<file path="src/rtl/memory_access_unit.sv">
// Load/store unit: turns byte/half/word core requests into word-addressed memory
// accesses with lane enables, splitting boundary-crossing accesses in two.
module memory_access_unit #(
   parameter int DATA_WIDTH       = 32,
   parameter int ALLOW_MISALIGNED = 1
) (
   input  logic                  clk,
   input  logic                  reset,
   input  logic                  reqValid,
   output logic                  reqReady,
   input  logic                  reqStore,
   input  logic [1:0]            reqSize,
   input  logic                  reqUnsigned,
   input  logic [DATA_WIDTH-1:0] reqAddress,
   input  logic [DATA_WIDTH-1:0] reqWriteData,
   output logic                  respValid,
   input  logic                  respReady,
   output logic [DATA_WIDTH-1:0] respData,
   output logic                  respFault,
   output logic [DATA_WIDTH-1:0] memAddress,
   output logic [DATA_WIDTH-1:0] memDataWrite,
   output logic [3:0]            memByteSelect,
   output logic                  memStore,
   output logic                  memLoad,
   input  logic [DATA_WIDTH-1:0] memDataRead
);

   typedef enum logic [2:0] {IDLE, ACC1, ACC2, LDCAP, RESP} stateType;

   stateType                  state;
   logic                      regStore;
   logic [2:0]                regBytes;
   logic                      regUnsigned;
   logic [DATA_WIDTH-1:0]     regAddress;
   logic [DATA_WIDTH-1:0]     regWriteData;
   logic                      regCross;
   logic [DATA_WIDTH-1:0]     loWord;

   logic [2:0]                reqBytes;
   logic [3:0]                reqEnd;
   logic                      reqCross;
   logic                      reqAligned;
   logic [1:0]                offset;
   logic [DATA_WIDTH-1:0]     baseAddress;
   logic [3:0]                byteMask;
   logic [7:0]                laneMask;
   logic [2*DATA_WIDTH-1:0]   storeWide;
   logic [2*DATA_WIDTH-1:0]   loadPair;

   // Shift the two-word window down to the addressed byte, then sign/zero extend.
   function automatic logic [DATA_WIDTH-1:0] extendLoad(
      input logic [2*DATA_WIDTH-1:0] pair,
      input logic [1:0]              off,
      input logic [2:0]              nBytes,
      input logic                    isUnsigned
   );
      logic [2*DATA_WIDTH-1:0] shifted;
      shifted = pair >> {off, 3'b000};
      case (nBytes)
         3'd1:    extendLoad = isUnsigned ? DATA_WIDTH'(shifted[7:0])
                                          : DATA_WIDTH'($signed(shifted[7:0]));
         3'd2:    extendLoad = isUnsigned ? DATA_WIDTH'(shifted[15:0])
                                          : DATA_WIDTH'($signed(shifted[15:0]));
         default: extendLoad = shifted[DATA_WIDTH-1:0];
      endcase
   endfunction

   always_comb begin
      reqBytes   = 3'd4;
      reqAligned = (reqAddress[1:0] == 2'b00);
      case (reqSize)
         2'd0: begin
            reqBytes   = 3'd1;
            reqAligned = 1'b1;
         end
         2'd1: begin
            reqBytes   = 3'd2;
            reqAligned = !reqAddress[0];
         end
         default: ;
      endcase
   end

   assign reqEnd   = {2'b00, reqAddress[1:0]} + {1'b0, reqBytes};
   assign reqCross = (reqEnd > 4'd4);
   assign reqReady = (state == IDLE);

   assign offset      = regAddress[1:0];
   assign baseAddress = {regAddress[DATA_WIDTH-1:2], 2'b00};
   assign byteMask    = (regBytes == 3'd1) ? 4'b0001 :
                        (regBytes == 3'd2) ? 4'b0011 : 4'b1111;
   assign laneMask    = {4'b0000, byteMask} << offset;
   assign storeWide   = {{DATA_WIDTH{1'b0}}, regWriteData} << {offset, 3'b000};
   assign loadPair    = regCross ? {memDataRead, loWord}
                                 : {{DATA_WIDTH{1'b0}}, memDataRead};

   // Control and response registers: the only state that reset touches.
   always_ff @(posedge clk or negedge reset) begin
      if (!reset) begin
         state     <= IDLE;
         respValid <= 1'b0;
         respFault <= 1'b0;
         respData  <= '0;
      end else begin
         case (state)
            IDLE: begin
               if (reqValid) begin
                  if (ALLOW_MISALIGNED == 0 && !reqAligned) begin
                     state     <= RESP;
                     respValid <= 1'b1;
                     respFault <= 1'b1;
                  end else begin
                     state <= ACC1;
                  end
               end
            end
            ACC1: begin
               if (regCross) begin
                  state <= ACC2;
               end else if (regStore) begin
                  state     <= RESP;
                  respValid <= 1'b1;
               end else begin
                  state <= LDCAP;
               end
            end
            ACC2: begin
               if (regStore) begin
                  state     <= RESP;
                  respValid <= 1'b1;
               end else begin
                  state <= LDCAP;
               end
            end
            LDCAP: begin
               respData  <= extendLoad(loadPair, offset, regBytes, regUnsigned);
               respValid <= 1'b1;
               state     <= RESP;
            end
            RESP: begin
               if (respReady) begin
                  respValid <= 1'b0;
                  respFault <= 1'b0;
                  respData  <= '0;
                  state     <= IDLE;
               end
            end
            default: state <= IDLE;
         endcase
      end
   end

   // Request and low-word capture carry no reset; they are only read after being loaded.
   always_ff @(posedge clk) begin
      if (state == IDLE && reqValid) begin
         regStore     <= reqStore;
         regBytes     <= reqBytes;
         regUnsigned  <= reqUnsigned;
         regAddress   <= reqAddress;
         regWriteData <= reqWriteData;
         regCross     <= reqCross;
      end
      if (state == ACC2) begin
         loWord <= memDataRead;
      end
   end

   always_comb begin
      memAddress    = '0;
      memDataWrite  = '0;
      memByteSelect = 4'b0000;
      memStore      = 1'b0;
      memLoad       = 1'b0;
      case (state)
         ACC1: begin
            memAddress = baseAddress;
            memStore   = regStore;
            memLoad    = !regStore;
            if (regStore) begin
               memByteSelect = laneMask[3:0];
               memDataWrite  = storeWide[DATA_WIDTH-1:0];
            end
         end
         ACC2: begin
            memAddress = baseAddress + DATA_WIDTH'(4);
            memStore   = regStore;
            memLoad    = !regStore;
            if (regStore) begin
               memByteSelect = laneMask[7:4];
               memDataWrite  = storeWide[2*DATA_WIDTH-1:DATA_WIDTH];
            end
         end
         default: ;
      endcase
   end

endmodule
</file>
<file path="config.mk">
export PLATFORM = sky130hd
export DESIGN_NAME = memory_access_unit
export DESIGN_NICKNAME = d
export VERILOG_FILES = /design/src/rtl/memory_access_unit.sv
export SDC_FILE = /design/constraint.sdc
export NUM_CORES = 1
export LEC_CHECK = 0
export ABC_AREA = 1
export CAP_MARGIN = 20
export CORE_AREA = 3 3 121 123
export DETAILED_ROUTE_END_ITERATION = 10
export DIE_AREA = 0 0 124 126
export DONT_BUFFER_PORTS = 1
export GPL_ROUTABILITY_DRIVEN = 1
export GPL_TIMING_DRIVEN = 1
export PLACE_DENSITY = 0.76
export SYNTH_ARGS = -nofsm -noshare
export SYNTH_HDL_FRONTEND = slang
export SYNTH_SLANG_ARGS = --single-unit
</file>
<file path="constraint.sdc">
create_clock -name clk -period 5.1 [get_ports clk]
set_input_delay 1.02 -clock clk [delete_from_list [all_inputs] [get_ports clk]]
set_output_delay 1.02 -clock clk [all_outputs]
set_load 0.02 [all_outputs]
</file>
==> run summary <==
The share of synthesized area occupied by flip-flops and latches is 48.5%. The H-tree level count is 4. The kind of critical path is register to output port. The cell type contributing the most total cell area after synthesis is edfxtp_1. The wire length of the first global-routing pass is 36.2 mm.

After the first detailed-routing iteration, the DRC count stood at 766. Ranked by total cell area, the synthesized netlist is headed by edfxtp_1 (37%), nand2_1 (20%), dfrtp_1 (11%), nand3_1 (5.4%), o21ai_0 (4.3%). TritonCTS created 17 clock buffers.

The final worst-path cycle share came out at 75.6%. Buffers placed on the I/O ports in this run total 0. The most frequent standard cell in the layout excluding fill and tap cells is nand2_1. Summing over every cut layer, the via total after detailed routing is 7,505. The total routing usage reported by global routing is 29.8%.

After synthesis the cells add up to 8180 µm². The row count is 43. The final-report hold violation count came out at 0. Setup violations remaining at the end of the flow were counted as 0. The number of nets with antenna violations after routing is 0.

The synthesized netlist cell count is 1,093. Power spread over the standard cell area amounts to 532 nW/µm². The element type at the critical path start is a register.

The boundary pin count came out at 209. The core area came out at 13,800 µm². The min-delay analysis places its worst path in the category input pin to async pin. The top cell types in the final layout, fill and taps aside, are nand2_1 (444), edfxtp_1 (102), nand3_1 (89), inv_1 (86), o21ai_0 (70). The fraction of layout cells with a size suffix above 1 came out at 5.27%. The peak supply drop is 0.270 mV. The register bit count reported by yosys came out at 138.

For this configuration, the core starts out at a cell density of 59.4%. The critical path endpoint category is an output port. The largest net degree at the start of global routing came out at 74. The multi-input combinational cells in the finished layout cover a total of 3620 µm².

The remaining routing DRC violations is 0. The storage element area came out at 3960 µm². Of the post-synthesis cell area, the dominant cell type holds 37.5%. The number of warnings printed during yosys synthesis is 0. The timing-limited maximum frequency is 259 MHz. The post-synthesis share of cell area spent on and, or, nand and nor gates is 31.3%. The time the final worst path needs with I/O delays and setup came out at 3.85 ns. Of the post-synthesis cell area, the part taken by muxes is 0%.

The pin slew with the least headroom to its limit came out at 0.879 ns. The insertion delay to the later sink of the worst-skew pair is 0.43 ns. The number of distinct library cells after synthesis came out at 36. The core occupancy in the finished layout came out at 64.4%. The data arrival time of the critical path came out at 2.83 ns. Relative to the synthesized area, the layout overhead comes to 8.51%. The power after layout came out at 0.00472 W. The area fraction in compound gates after synthesis is 11.7%. The count of pins over their slew limit came out at 0.

In this run the vertical extent of the chip is 126 µm. The detail-routed via count per cell came out at 5.94. The tightest hold path in the finished design has a slack of 0.282 ns.

The first-pass detailed-route iteration total is 8. In the final routed layout, each cell accounts on average for 18.4 µm. Data on the critical path is required at its endpoint by 4.08 ns. The initial antenna violation count came out at 1.

The fraction of registers with async set or reset after synthesis is 26.1%. The largest fanout on the critical path came out at 11. The number of nets in the finished design came out at 1,177.

The count of cells resized by post-cts repair came out at 0. Hold repair after CTS inserted 0 buffers. In this run the static leakage power is 4.03 nW.

The total of max-cap violations is 0. The area share of fa/ha/maj cells after synthesis came out at 0.704%. Post-CTS timing repair inserted 0 buffers for setup.

For this run, the leading register cell type out of synthesis is edfxtp_1. The area enclosed by the die boundary came out at 15,600 µm². The total of fill cells in the finished design came out at 1,191. Setup repair after global routing left no endpoint under its margin. The placed cell area is 8230 µm². The total length of routed wires is 23.2 mm. The flow ran to the end, and the final reports show no timing, DRC or antenna violations. Counting along the longest clock path gives a buffer depth of 2. Setup total negative slack on the finished layout was measured at 0 ns.

TritonCTS built the clock tree. A synthesized cell averages 7.48 µm². The relative slew slack is 41.3%.

For the final database, setup skew stands at 0.00906 ns. After synthesis, the largest family of logic cells by area is simple AND/OR/NAND/NOR gates. The wire-length estimate of the detail-placed layout is 16.2 mm. Counting flops with a built-in enable in the synthesized netlist gives 102. Routability-driven placement finished with a final weighted congestion of 0.923. The buffer type at the clock tree root is clkbuf_16. The final instance area came out at 8870 µm². Of the total synthesized cell area, the portion taken by XOR and XNOR cells is 0.321%.

The clock slew at the register clock pins of the worst setup and hold paths is 0.06 ns. The via count of the first global-routing pass was 6,973. The clock net in this run drives a total of 138 sinks. For this run the aggregate overflow at the end of global routing stands at 0. The die span in x came out at 124 µm.
through the flow:
step / setup WS, ns / instances
2_1_floorplan: 0.631 / 1095
3_3_place_gp: 1.79 / 1229
3_5_place_dp: 1.72 / 1230
4_1_cts: 1.27 / 1262
5_1_grt: 1.09 / 1263
6_report: 1.25 / 1263
cell usage after synthesis (3+ instances only):
cell and instances:
inv_1 86, nor2_1 70, o32ai_1 8, dfrtp_1 36
edfxtp_1 102, buf_1 6, a22o_1 3, clkbuf_1 18
nand4_1 4, o31ai_1 5, buf_4 6, a21oi_1 65
ha_1 3, o211ai_1 9, o22ai_1 8, nor3_1 11
nor3_2 3, nand2_1 444, o21ai_0 70, buf_2 22
nand3_1 89, inv_2 6
layer usage:
layer / vias to the layer above / global-route usage (%) / part of all wire [%]
li1: 3558 / - / -
met1: 3438 / 36.2 / 38
met2: 429 / 48.2 / 48
met3: 80 / 9.12 / 11
met4: 0 / 14.3 / 4.2
met5: - / 0 / 0
critical path, stage by stage, from the launching register on:
cell     delay [ns]
dfrtp_1        0.45
nor3_2         0.22
nand2_1        0.13
nor2_1         0.57
inv_1          0.37
o21ai_0        0.65
power breakdown:
part | internal, W | total [W] | switching [W]
Combinational | 0.000369 | 0.00156 | 0.00119
Sequential | 0.00155 | 0.00186 | 0.000314
Clock | 0.000822 | 0.00130 | 0.000474
Total | 0.00274 | 0.00472 | 0.00198
sequential cells by signal, summed over array words and instances (netlist names):
register	count
regCross	1
regUnsigned	1
loWord	32
regStore	1
state	3
regWriteData	32
regAddress	32
respValid	1
respData	32
regBytes	3
layout make-up:
type                    instances  area share (%)
inverters                      92            3.89
multi-input cells             811            40.8
clock buffers                  27            6.87
diodes                          1          0.0282
repair buffers                  9           0.804
clock inverters                 5           0.381
well taps                     180            2.54
flip-flops and latches        138            44.7
cells by family after synthesis:
logic type,after synthesis
buf+inv,146
xor+xnor,3
compound gates,172
other cells,1
flops,138
fa+ha+maj,4
simple gates,629
final timing paths:
check / startpoint / end / slack, ns / depth (start not counted)
setup / recovery: state[2] / memDataWrite[9] / 1.25 / 5
hold / removal: reset / respData[7] / 0.28 / 0
setup reg to reg: state[0] / regWriteData[27] / 2.19 / 6
hold reg to reg: regStore / state[1] / 0.61 / 1
max in group asynchronous: reset / respData[17] / 4.74 / 0
min in group clk: regStore / state[1] / 0.61 / 1
No activity file was read; power rests on OpenSTA's default activity.
